File: config.mk
export PLATFORM = sky130hd
export DESIGN_NAME = zip_rr_scheduler_flat
export DESIGN_NICKNAME = d
export VERILOG_FILES = /design/src/rtl/zip_pkg.sv /design/src/rtl/zip_rr_scheduler_if.sv /design/src/rtl/zip_rr_pick.sv /design/src/rtl/zip_rr_scheduler.sv /design/src/flat_wrapper.sv
export SDC_FILE = /design/constraint.sdc
export NUM_CORES = 1
export LEC_CHECK = 0
export CAP_MARGIN = 20
export CORE_MARGIN = 4
export CORE_UTILIZATION = 32
export DETAILED_ROUTE_END_ITERATION = 10
export PLACE_DENSITY = 0.95
export SYNTH_ARGS = -nofsm -noshare
export SYNTH_HDL_FRONTEND = slang
export SYNTH_SLANG_ARGS = --single-unit
File: constraint.sdc
create_clock -name clk -period 5.35 [get_ports clk]
set_input_delay 1.07 -clock clk [delete_from_list [all_inputs] [get_ports clk]]
set_output_delay 1.07 -clock clk [all_outputs]
set_load 0.05 [all_outputs]
File: src/rtl/zip_pkg.sv
// Shared types and constants for the zip sample-scheduling blocks.
package zip_pkg;

    typedef enum logic [1:0] {
        IDLE = 2'd0,
        PASS = 2'd1,
        PAD  = 2'd2
    } zip_sched_state_t;

    localparam int ZIP_GROUP_DEFAULT = 4;
    localparam int ZIP_MAX_REQ       = 4;

    function automatic int zip_wrap_inc(input int v, input int n);
        return (v + 1 >= n) ? 0 : v + 1;
    endfunction

endpackage

File: src/rtl/zip_rr_scheduler_if.sv
// Scheduler bus: per-requester AXI-Stream sinks plus one AXI-Stream source to the compressor.
// master = scheduler side, slave = sources/compressor side.
interface zip_rr_scheduler_if #(
    parameter int WIDTH   = 32,
    parameter int NUM_REQ = 2
);
    localparam int IDX_W = $clog2(NUM_REQ);

    logic [NUM_REQ*WIDTH-1:0] s_tdata;
    logic [NUM_REQ-1:0]       s_tlast;
    logic [NUM_REQ-1:0]       s_tvalid;
    logic [NUM_REQ-1:0]       s_tready;
    logic [WIDTH-1:0]         m_tdata;
    logic                     m_tlast;
    logic                     m_tvalid;
    logic                     m_tready;
    logic [IDX_W-1:0]         m_chan;

    modport master (
        input  s_tdata, s_tlast, s_tvalid, m_tready,
        output s_tready, m_tdata, m_tlast, m_tvalid, m_chan
    );

    modport slave (
        output s_tdata, s_tlast, s_tvalid, m_tready,
        input  s_tready, m_tdata, m_tlast, m_tvalid, m_chan
    );

endinterface

File: src/rtl/zip_rr_pick.sv
// Combinational round-robin picker: first set req bit at or after ptr, modulo N.
module zip_rr_pick #(
    parameter  int N     = 2,
    localparam int IDX_W = (N > 1) ? $clog2(N) : 1
)(
    input  logic [N-1:0]     req,
    input  logic [IDX_W-1:0] ptr,
    output logic [IDX_W-1:0] idx,
    output logic             any
);

    int pos;

    // Scan from the farthest offset down so the nearest requester is written last and wins.
    always_comb begin
        idx = '0;
        pos = 0;
        for (int i = N - 1; i >= 0; i--) begin
            pos = (int'(ptr) + i) % N;
            if (req[IDX_W'(pos)]) idx = IDX_W'(pos);
        end
    end

    assign any = |req;

endmodule

File: src/rtl/zip_rr_scheduler.sv
// Packet round-robin scheduler in front of the 4-sample IQ compressor; pads short packets to GROUP.
// Optional ZIP_SCHED_STATS_EN adds per-requester packet counters and a padded-packet counter.
module zip_rr_scheduler
    import zip_pkg::*;
#(
    parameter int WIDTH   = 32,
    parameter int NUM_REQ = 2,
    parameter int GROUP   = ZIP_GROUP_DEFAULT
)(
    input  logic clk,
    input  logic reset_n,
    zip_rr_scheduler_if.master bus
`ifdef ZIP_SCHED_STATS_EN
    ,
    output logic [NUM_REQ*16-1:0] pkt_cnt,
    output logic [15:0]           pad_cnt
`endif
);

    localparam int IDX_W = $clog2(NUM_REQ);
    localparam int CNT_W = (GROUP > 1) ? $clog2(GROUP) : 1;
    localparam logic [CNT_W-1:0] LAST_BEAT = CNT_W'(GROUP - 1);

    zip_sched_state_t state, state_nxt;
    logic [IDX_W-1:0] grant, grant_nxt, rr_ptr, rr_ptr_nxt, pick_idx;
    logic [CNT_W-1:0] beat_cnt, beat_cnt_nxt, pad_rem, pad_rem_nxt;
    logic             pick_any, hs, pkt_done;

    zip_rr_pick #(.N(NUM_REQ)) u_pick (
        .req (bus.s_tvalid),
        .ptr (rr_ptr),
        .idx (pick_idx),
        .any (pick_any)
    );

    assign hs       = bus.m_tvalid & bus.m_tready;
    assign pkt_done = hs & bus.m_tlast;

    // Datapath muxing; IDLE leaves everything at the quiet defaults.
    always_comb begin
        bus.s_tready = '0;
        bus.m_tvalid = 1'b0;
        bus.m_tlast  = 1'b0;
        bus.m_tdata  = '0;
        bus.m_chan   = grant;
        case (state)
            PASS: begin
                bus.m_tdata         = bus.s_tdata[grant*WIDTH +: WIDTH];
                bus.m_tvalid        = bus.s_tvalid[grant];
                bus.m_tlast         = bus.s_tlast[grant] && (beat_cnt == LAST_BEAT);
                bus.s_tready[grant] = bus.m_tready;
            end
            PAD: begin
                bus.m_tvalid = 1'b1;
                bus.m_tlast  = (pad_rem == CNT_W'(1));
            end
            default: ;
        endcase
    end

    always_comb begin
        state_nxt    = state;
        grant_nxt    = grant;
        rr_ptr_nxt   = rr_ptr;
        beat_cnt_nxt = beat_cnt;
        pad_rem_nxt  = pad_rem;
        case (state)
            IDLE: begin
                if (pick_any) begin
                    grant_nxt    = pick_idx;
                    beat_cnt_nxt = '0;
                    state_nxt    = PASS;
                end
            end
            PASS: begin
                if (hs) begin
                    beat_cnt_nxt = beat_cnt + 1'b1;
                    if (bus.s_tlast[grant]) begin
                        if (beat_cnt == LAST_BEAT) begin
                            state_nxt = IDLE;
                        end else begin
                            pad_rem_nxt = LAST_BEAT - beat_cnt;
                            state_nxt   = PAD;
                        end
                    end
                end
            end
            PAD: begin
                if (hs) begin
                    pad_rem_nxt = pad_rem - 1'b1;
                    if (pad_rem == CNT_W'(1)) state_nxt = IDLE;
                end
            end
            default: state_nxt = IDLE;
        endcase
        if (pkt_done) rr_ptr_nxt = IDX_W'(zip_wrap_inc(int'(grant), NUM_REQ));
    end

    always_ff @(posedge clk or negedge reset_n) begin
        if (!reset_n) begin
            state    <= IDLE;
            grant    <= '0;
            rr_ptr   <= '0;
            beat_cnt <= '0;
            pad_rem  <= '0;
        end else begin
            state    <= state_nxt;
            grant    <= grant_nxt;
            rr_ptr   <= rr_ptr_nxt;
            beat_cnt <= beat_cnt_nxt;
            pad_rem  <= pad_rem_nxt;
        end
    end

`ifdef ZIP_SCHED_STATS_EN
    logic                     pad_start;
    logic [NUM_REQ-1:0][15:0] pkt_q;

    // A packet is counted as padded at the moment its short tail is accepted.
    assign pad_start = (state == PASS) && hs && bus.s_tlast[grant] && (beat_cnt != LAST_BEAT);

    always_ff @(posedge clk or negedge reset_n) begin
        if (!reset_n) begin
            pkt_q   <= '0;
            pad_cnt <= '0;
        end else begin
            if (pkt_done)  pkt_q[grant] <= pkt_q[grant] + 16'd1;
            if (pad_start) pad_cnt      <= pad_cnt + 16'd1;
        end
    end

    assign pkt_cnt = pkt_q;
`endif

endmodule

File: src/flat_wrapper.sv
// flat-port wrapper written by rule: the top's interface ports become plain ports
module zip_rr_scheduler_flat import zip_pkg::*;
#(
    parameter int WIDTH   = 32,
    parameter int NUM_REQ = 2,
    parameter int GROUP   = ZIP_GROUP_DEFAULT
)
  (clk, reset_n, bus_s_tdata, bus_s_tlast, bus_s_tvalid, bus_m_tready, bus_s_tready, bus_m_tdata, bus_m_tlast, bus_m_tvalid, bus_m_chan);
  zip_rr_scheduler_if #(.WIDTH(WIDTH), .NUM_REQ(NUM_REQ)) bus_i ();
  input  logic clk;
  input  logic reset_n;
  input wire logic [$bits(bus_i.s_tdata)-1:0] bus_s_tdata;
  input wire logic [$bits(bus_i.s_tlast)-1:0] bus_s_tlast;
  input wire logic [$bits(bus_i.s_tvalid)-1:0] bus_s_tvalid;
  input wire logic [$bits(bus_i.m_tready)-1:0] bus_m_tready;
  output wire logic [$bits(bus_i.s_tready)-1:0] bus_s_tready;
  output wire logic [$bits(bus_i.m_tdata)-1:0] bus_m_tdata;
  output wire logic [$bits(bus_i.m_tlast)-1:0] bus_m_tlast;
  output wire logic [$bits(bus_i.m_tvalid)-1:0] bus_m_tvalid;
  output wire logic [$bits(bus_i.m_chan)-1:0] bus_m_chan;
  assign bus_i.s_tdata = bus_s_tdata;
  assign bus_i.s_tlast = bus_s_tlast;
  assign bus_i.s_tvalid = bus_s_tvalid;
  assign bus_i.m_tready = bus_m_tready;
  assign bus_s_tready = bus_i.s_tready;
  assign bus_m_tdata = bus_i.m_tdata;
  assign bus_m_tlast = bus_i.m_tlast;
  assign bus_m_tvalid = bus_i.m_tvalid;
  assign bus_m_chan = bus_i.m_chan;
  zip_rr_scheduler #(.WIDTH(WIDTH), .NUM_REQ(NUM_REQ), .GROUP(GROUP)) u_core (.clk(clk), .reset_n(reset_n), .bus(bus_i));
endmodule
### After elaboration in Yosys (flattened, before gate mapping)

Index checks and enable logic that the tools add are counted.

| storage, ports and cells | value |
|---|---|
| flip-flop bits (word level) | 8 |
| bits of input ports | 71 |
| output and inout port bits | 37 |
| word-level logic and storage cells | 71 |

| operators by class | value |
|---|---|
| add/subtract/negate cells | 5 |
| $lt $le $gt $ge | 5 |
| equal/unequal tests | 10 |
| shift-type cells | 1 |
| mux-type cells | 32 |
| bitwise operators | 3 |
| reduce and logical (&&, ||, !) cells | 10 |

Operator list:

| kind | count |
|---|---|
| 64-bit by 7-bit indexed part select with 32-bit output | 1 |
| 32-bit 2-to-1 mux | 1 |
| 2-bit 2-to-1 mux | 13 |
| 1-bit 2-to-1 mux | 12 |
| 2-bit by 1-bit != test with 1-bit output, second input constant | 5 |
| 5-bit AND reduction | 2 |
| 2-bit one-hot mux with 2 select lines | 2 |
| 1-bit by 3-bit < comparator with 1-bit output, second input constant | 2 |
| 2-bit one-hot mux with 3 select lines | 1 |
| 2-bit by 1-bit equality test with 1-bit output, second input constant | 2 |
| 2-bit equality test, second input constant | 2 |
| 1-bit one-hot mux with 2 select lines | 2 |
| 2-bit nonzero test | 2 |
| 3-bit AND reduction | 1 |
| 1-bit by 1-bit adder with 2-bit output, second input constant | 1 |
| 2-bit by 1-bit adder with 2-bit output, second input constant | 1 |
| 1-bit bitwise AND | 2 |
| 2-bit bitwise AND | 1 |
| 2-bit >= comparator, second input constant | 1 |
| 1-bit logical AND | 2 |
| 2-bit logical NOT | 1 |
| 1-bit by 2-bit < comparator with 1-bit output, second input constant | 1 |
| 2-bit != test, second input constant | 1 |
| 2-bit AND reduction | 1 |
| 6 further kinds | 6 |

### Longest topological paths before layout

| depth | value |
|---|---|
| word-level depth | 6 |
| depth in mapped cells | 7 |
| depth with buffers taken out | 6 |

### Hierarchy

Synthesis repeated with hierarchy kept, for this count alone.

| unflattened totals | value |
|---|---|
| cell total of the unflattened synthesis | 142 |
| area, all modules | 1188.6 sq um |

Modules (own cells, without submodules):

| module | instances | cells an instance | area an instance (sq um) | seq. area each (sq um) |
|---|---|---|---|---|
| zip_rr_scheduler | 1 | 140 | 1176.1 | 200.2 |
| zip_rr_pick | 1 | 2 | 12.5 | 0.0 |

### Least setup slack after synthesis

OpenSTA, ideal clock, no wires.

| timing | value |
|---|---|
| kind | in2out |
| start | in bus_s_tlast[0] |
| end | out bus_m_tlast |
| data arrival time | 2103 ps |
| data required time | 4280 ps |
| setup slack | 2177 ps |
| stages | 3 |
| buffers on the path | 0 |
| cells stage by stage | mux2i_2 -> o31a_1 -> nor2b_1 |

| on the way | value |
|---|---|
| word-level cells in the longest chain between the ends | 4 |

RTL lines:

| what | RTL line | text |
|---|---|---|
| from (decl) | flat_wrapper.sv:13 | `input wire logic [$bits(bus_i.s_tlast)-1:0] bus_s_tlast;` |
| 1-bit 2-to-1 mux (implied by the code) (2 in a row) | zip_rr_scheduler.sv:50 | `bus.m_tlast = bus.s_tlast[grant] && (beat_cnt == LAST_BEAT);` |
| 1-bit logical AND | zip_rr_scheduler.sv:50 |  |
| 1-bit one-hot mux with 2 select lines | zip_rr_scheduler.sv:46 | `case (state)` |
| to (decl) | flat_wrapper.sv:18 | `output wire logic [$bits(bus_i.m_tlast)-1:0] bus_m_tlast;` |

Every way passes these cells. The select of a mux whose other input is x is not followed.

### Final worst setup path

Ends and elaborated chain as after synthesis.

==> results.yml <==
place:
  hpwlAfterDp_um: 3520
  port-buffer-count: 107
  dp_slack_ns: 1.38
  placed_cells: 278
  gp_congestion: 0.800
detailed_routing:
  drt-initial-drc-count: 106
  drc: 0
  ant_nets: 0
  via_count: 1361
  wirelength_um: 4210
  routedWlPerCell_um: 14.9
  routed_via_density: 4.83
  dr.pass1.iters: 4
clock_tree:
  clk_pin_slew_ns: 0.06
  post-cts-setup-buffers: 0
  clk_latency_ns: 0.25
  cts_resized: 0
  cts_max_path_buffers: 2
  hold_buffers: 0
  cts-root-buf: "clkbuf_4"
  h-tree-depth: 1
  numClockSinks: 8
  cts_buffers: 3
  cts_tree: "done"
power_and_ir_drop:
  ir_drop_mv: 0.233
  p_leak_uw: 0.000813
  power_uw: 1010
  power.density_mw_per_mm2: 460
run:
  cap_violations: 0
synthesis:
  ys_ff_latch: 8
  synthMuxAreaShare_pct: 35.0
  synth_area_mm2: 0.00109
  ys_types: 34
  avgSynthCellArea_um2: 8.04
  syn_nets: 211
  synth_compound_area_share_pct: 14.1
  synth-xor-area-share_pct: 0
  synthArstFlopShare_pct: 100
  syn_inst: 135
  synthFlopType: "dfrtp_1"
  synth_warnings: 0
  synth_edf_count: 0
  yosysSeqAreaShare_pct: 18.4
  synth_simple_gate_area_share_pct: 20.7
  synth_top_family_by_area: "multiplexers"
  synthAdderAreaFrac_pct: 5.76
critical_path:
  cp-start-kind: "input pin"
  r2r-start: "u_core.bus.m_chan"
  critPathLaunch: "bus_s_tlast[0]"
  path_cells: "clkdlybuf4s50_1 -> mux2i_2 -> o31a_1 -> nor2b_1 -> clkdlybuf4s50_1"
  end_kind: "output pin"
  cp.required_ns: 4.28
  critPathKind: "in2out"
  cp.arrival_ns: 2.89
  path_buf_inv: 2
  cp_slowest_cell: "clkdlybuf4s50_1"
  worstPathMaxFanout: 4
  timing.critical_path.mode_cell: "clkdlybuf4s50_1"
  slowest_delay_ns: 0.80
  cp_top_family: "buffers and inverters"
global_routing:
  grt-ovfl-total: 0
  track_usage_pct: 18.6
  grt_pass1_vias: 1315
  antenna_found_initial: 0
  grt_max_degree: 38
  grt_pass1_wl_um: 6380
floorplanning:
  design.die.area_mm2: 0.00439
  die_x_um: 66.3
  io_pins: 108
  std_cell_rows: 20
  dieHeight_um: 66.3
  initial_core_util_pct: 34.4
  core_mm2: 0.00315
worst_hold_path:
  min_path_type: "reg2reg"
  hold_start: "u_core.state[1]"
sta:
  fin_hold_ws_ns: 0.524
  slew_viol_final: 0
  hold_viol: 0
  finalCritPeriodShare_pct: 74.0
  slew_headroom_pct: 59.5
  fmax_mhz: 253
  period_minus_slack_ns: 3.96
  finalWorstSetupSlack_ns: 1.39
  finalSetupTns_ns: 0
  fin_skew_ns: 0.00242
  rsz0062_at_grt: "false"
  final-setup-viol-count: 0
  worst_slew_pin_slew_ns: 0.607
final_layout:
  drive_gt1_share_pct: 5.46
  n_antenna_cell: 0
  multiInputGateArea_um2: 821
  fin_cells: 282
  n_fill_cell: 262
  final_cell_mix: "clkdlybuf4s50_1, nor2_1, mux2i_1, dfrtp_1"
  final_common_cell: "clkdlybuf4s50_1"
  fin_nets: 315
  syn2layout_area_growth_pct: 103
  register_area_um2: 201
status:
  status: "completed"
## layer usage
metal	wire (um)	share of wire, %	vias to the layer above	GRT usage [%]
met2	2210	53	53	33.6
met3	361	8.6	4	5.27
met1	1580	37	620	21.5
li1	-	-	684	-
met5	0	0	-	0
met4	55	1.3	0	4.06
## cell families after synthesis
family | Yosys count
and+or+nand+nor | 50
buffers and inverters | 14
muxes | 37
AOI/OAI and AO/OA | 21
adders and majority gates | 5
DFF | 8
## power by group
part / total [uW] / internal [uW] / switching [uW] / leakage (uW)
Sequential: 124 / 84.8 / 38.9 / 0.000100
Combinational: 840 / 320 / 520 / 0.000698
Clock: 49.1 / 28.5 / 20.6 / 0.0000150
## worst paths after layout
check	depth (start not counted)	slack, ns	end
worst max-delay path	5	1.39	bus_m_tlast
worst min-delay path	1	0.52	u_core.state[1]
worst max register to register	5	2.97	u_core.state[0]
worst min register to register	1	0.52	u_core.state[1]
max in group asynchronous	1	3.97	u_core.bus.m_chan
min in group asynchronous	1	1.10	u_core.beat_cnt[1]
## flip-flops by register name, summed over array words and instances (netlist names)
| register | count |
|---|---|
| u_core.beat_cnt | 2 |
| u_core.state | 2 |
| u_core.rr_ptr | 1 |
| u_core.pad_rem | 2 |
| u_core.bus.m_chan | 1 |
## synth_stat cells, types with 2 or more instances
cell type	instances	area [um2]
o2bb2ai_1	2	17.5
clkbuf_1	4	15.0
nand2_1	5	18.8
ha_1	5	62.6
buf_2	4	20.0
o21ai_0	4	20.0
and3_1	2	12.5
mux2i_1	34	340
a21oi_1	4	20.0
inv_1	4	15.0
nor2_1	35	131
nor2b_1	3	18.8
dfrtp_1	8	200
## layout make-up
cell class / instances / share of cell area [%]
clock buffers: 4 / 1.19
multi-input cells: 113 / 37.3
flip-flops and latches: 8 / 9.15
inverters: 5 / 0.853
repair buffers: 108 / 49.0
well taps: 44 / 2.50
## stage by stage
stage / cell area, um2 / utilization (%)
6_report: 2200 / 69.8
5_1_grt: 2200 / 69.8
4_1_cts: 2200 / 69.8
3_5_place_dp: 2170 / 69.0
3_3_place_gp: 2170 / 69.0
2_1_floorplan: 1090 / -
No activity file was read; power rests on OpenSTA's default activity.
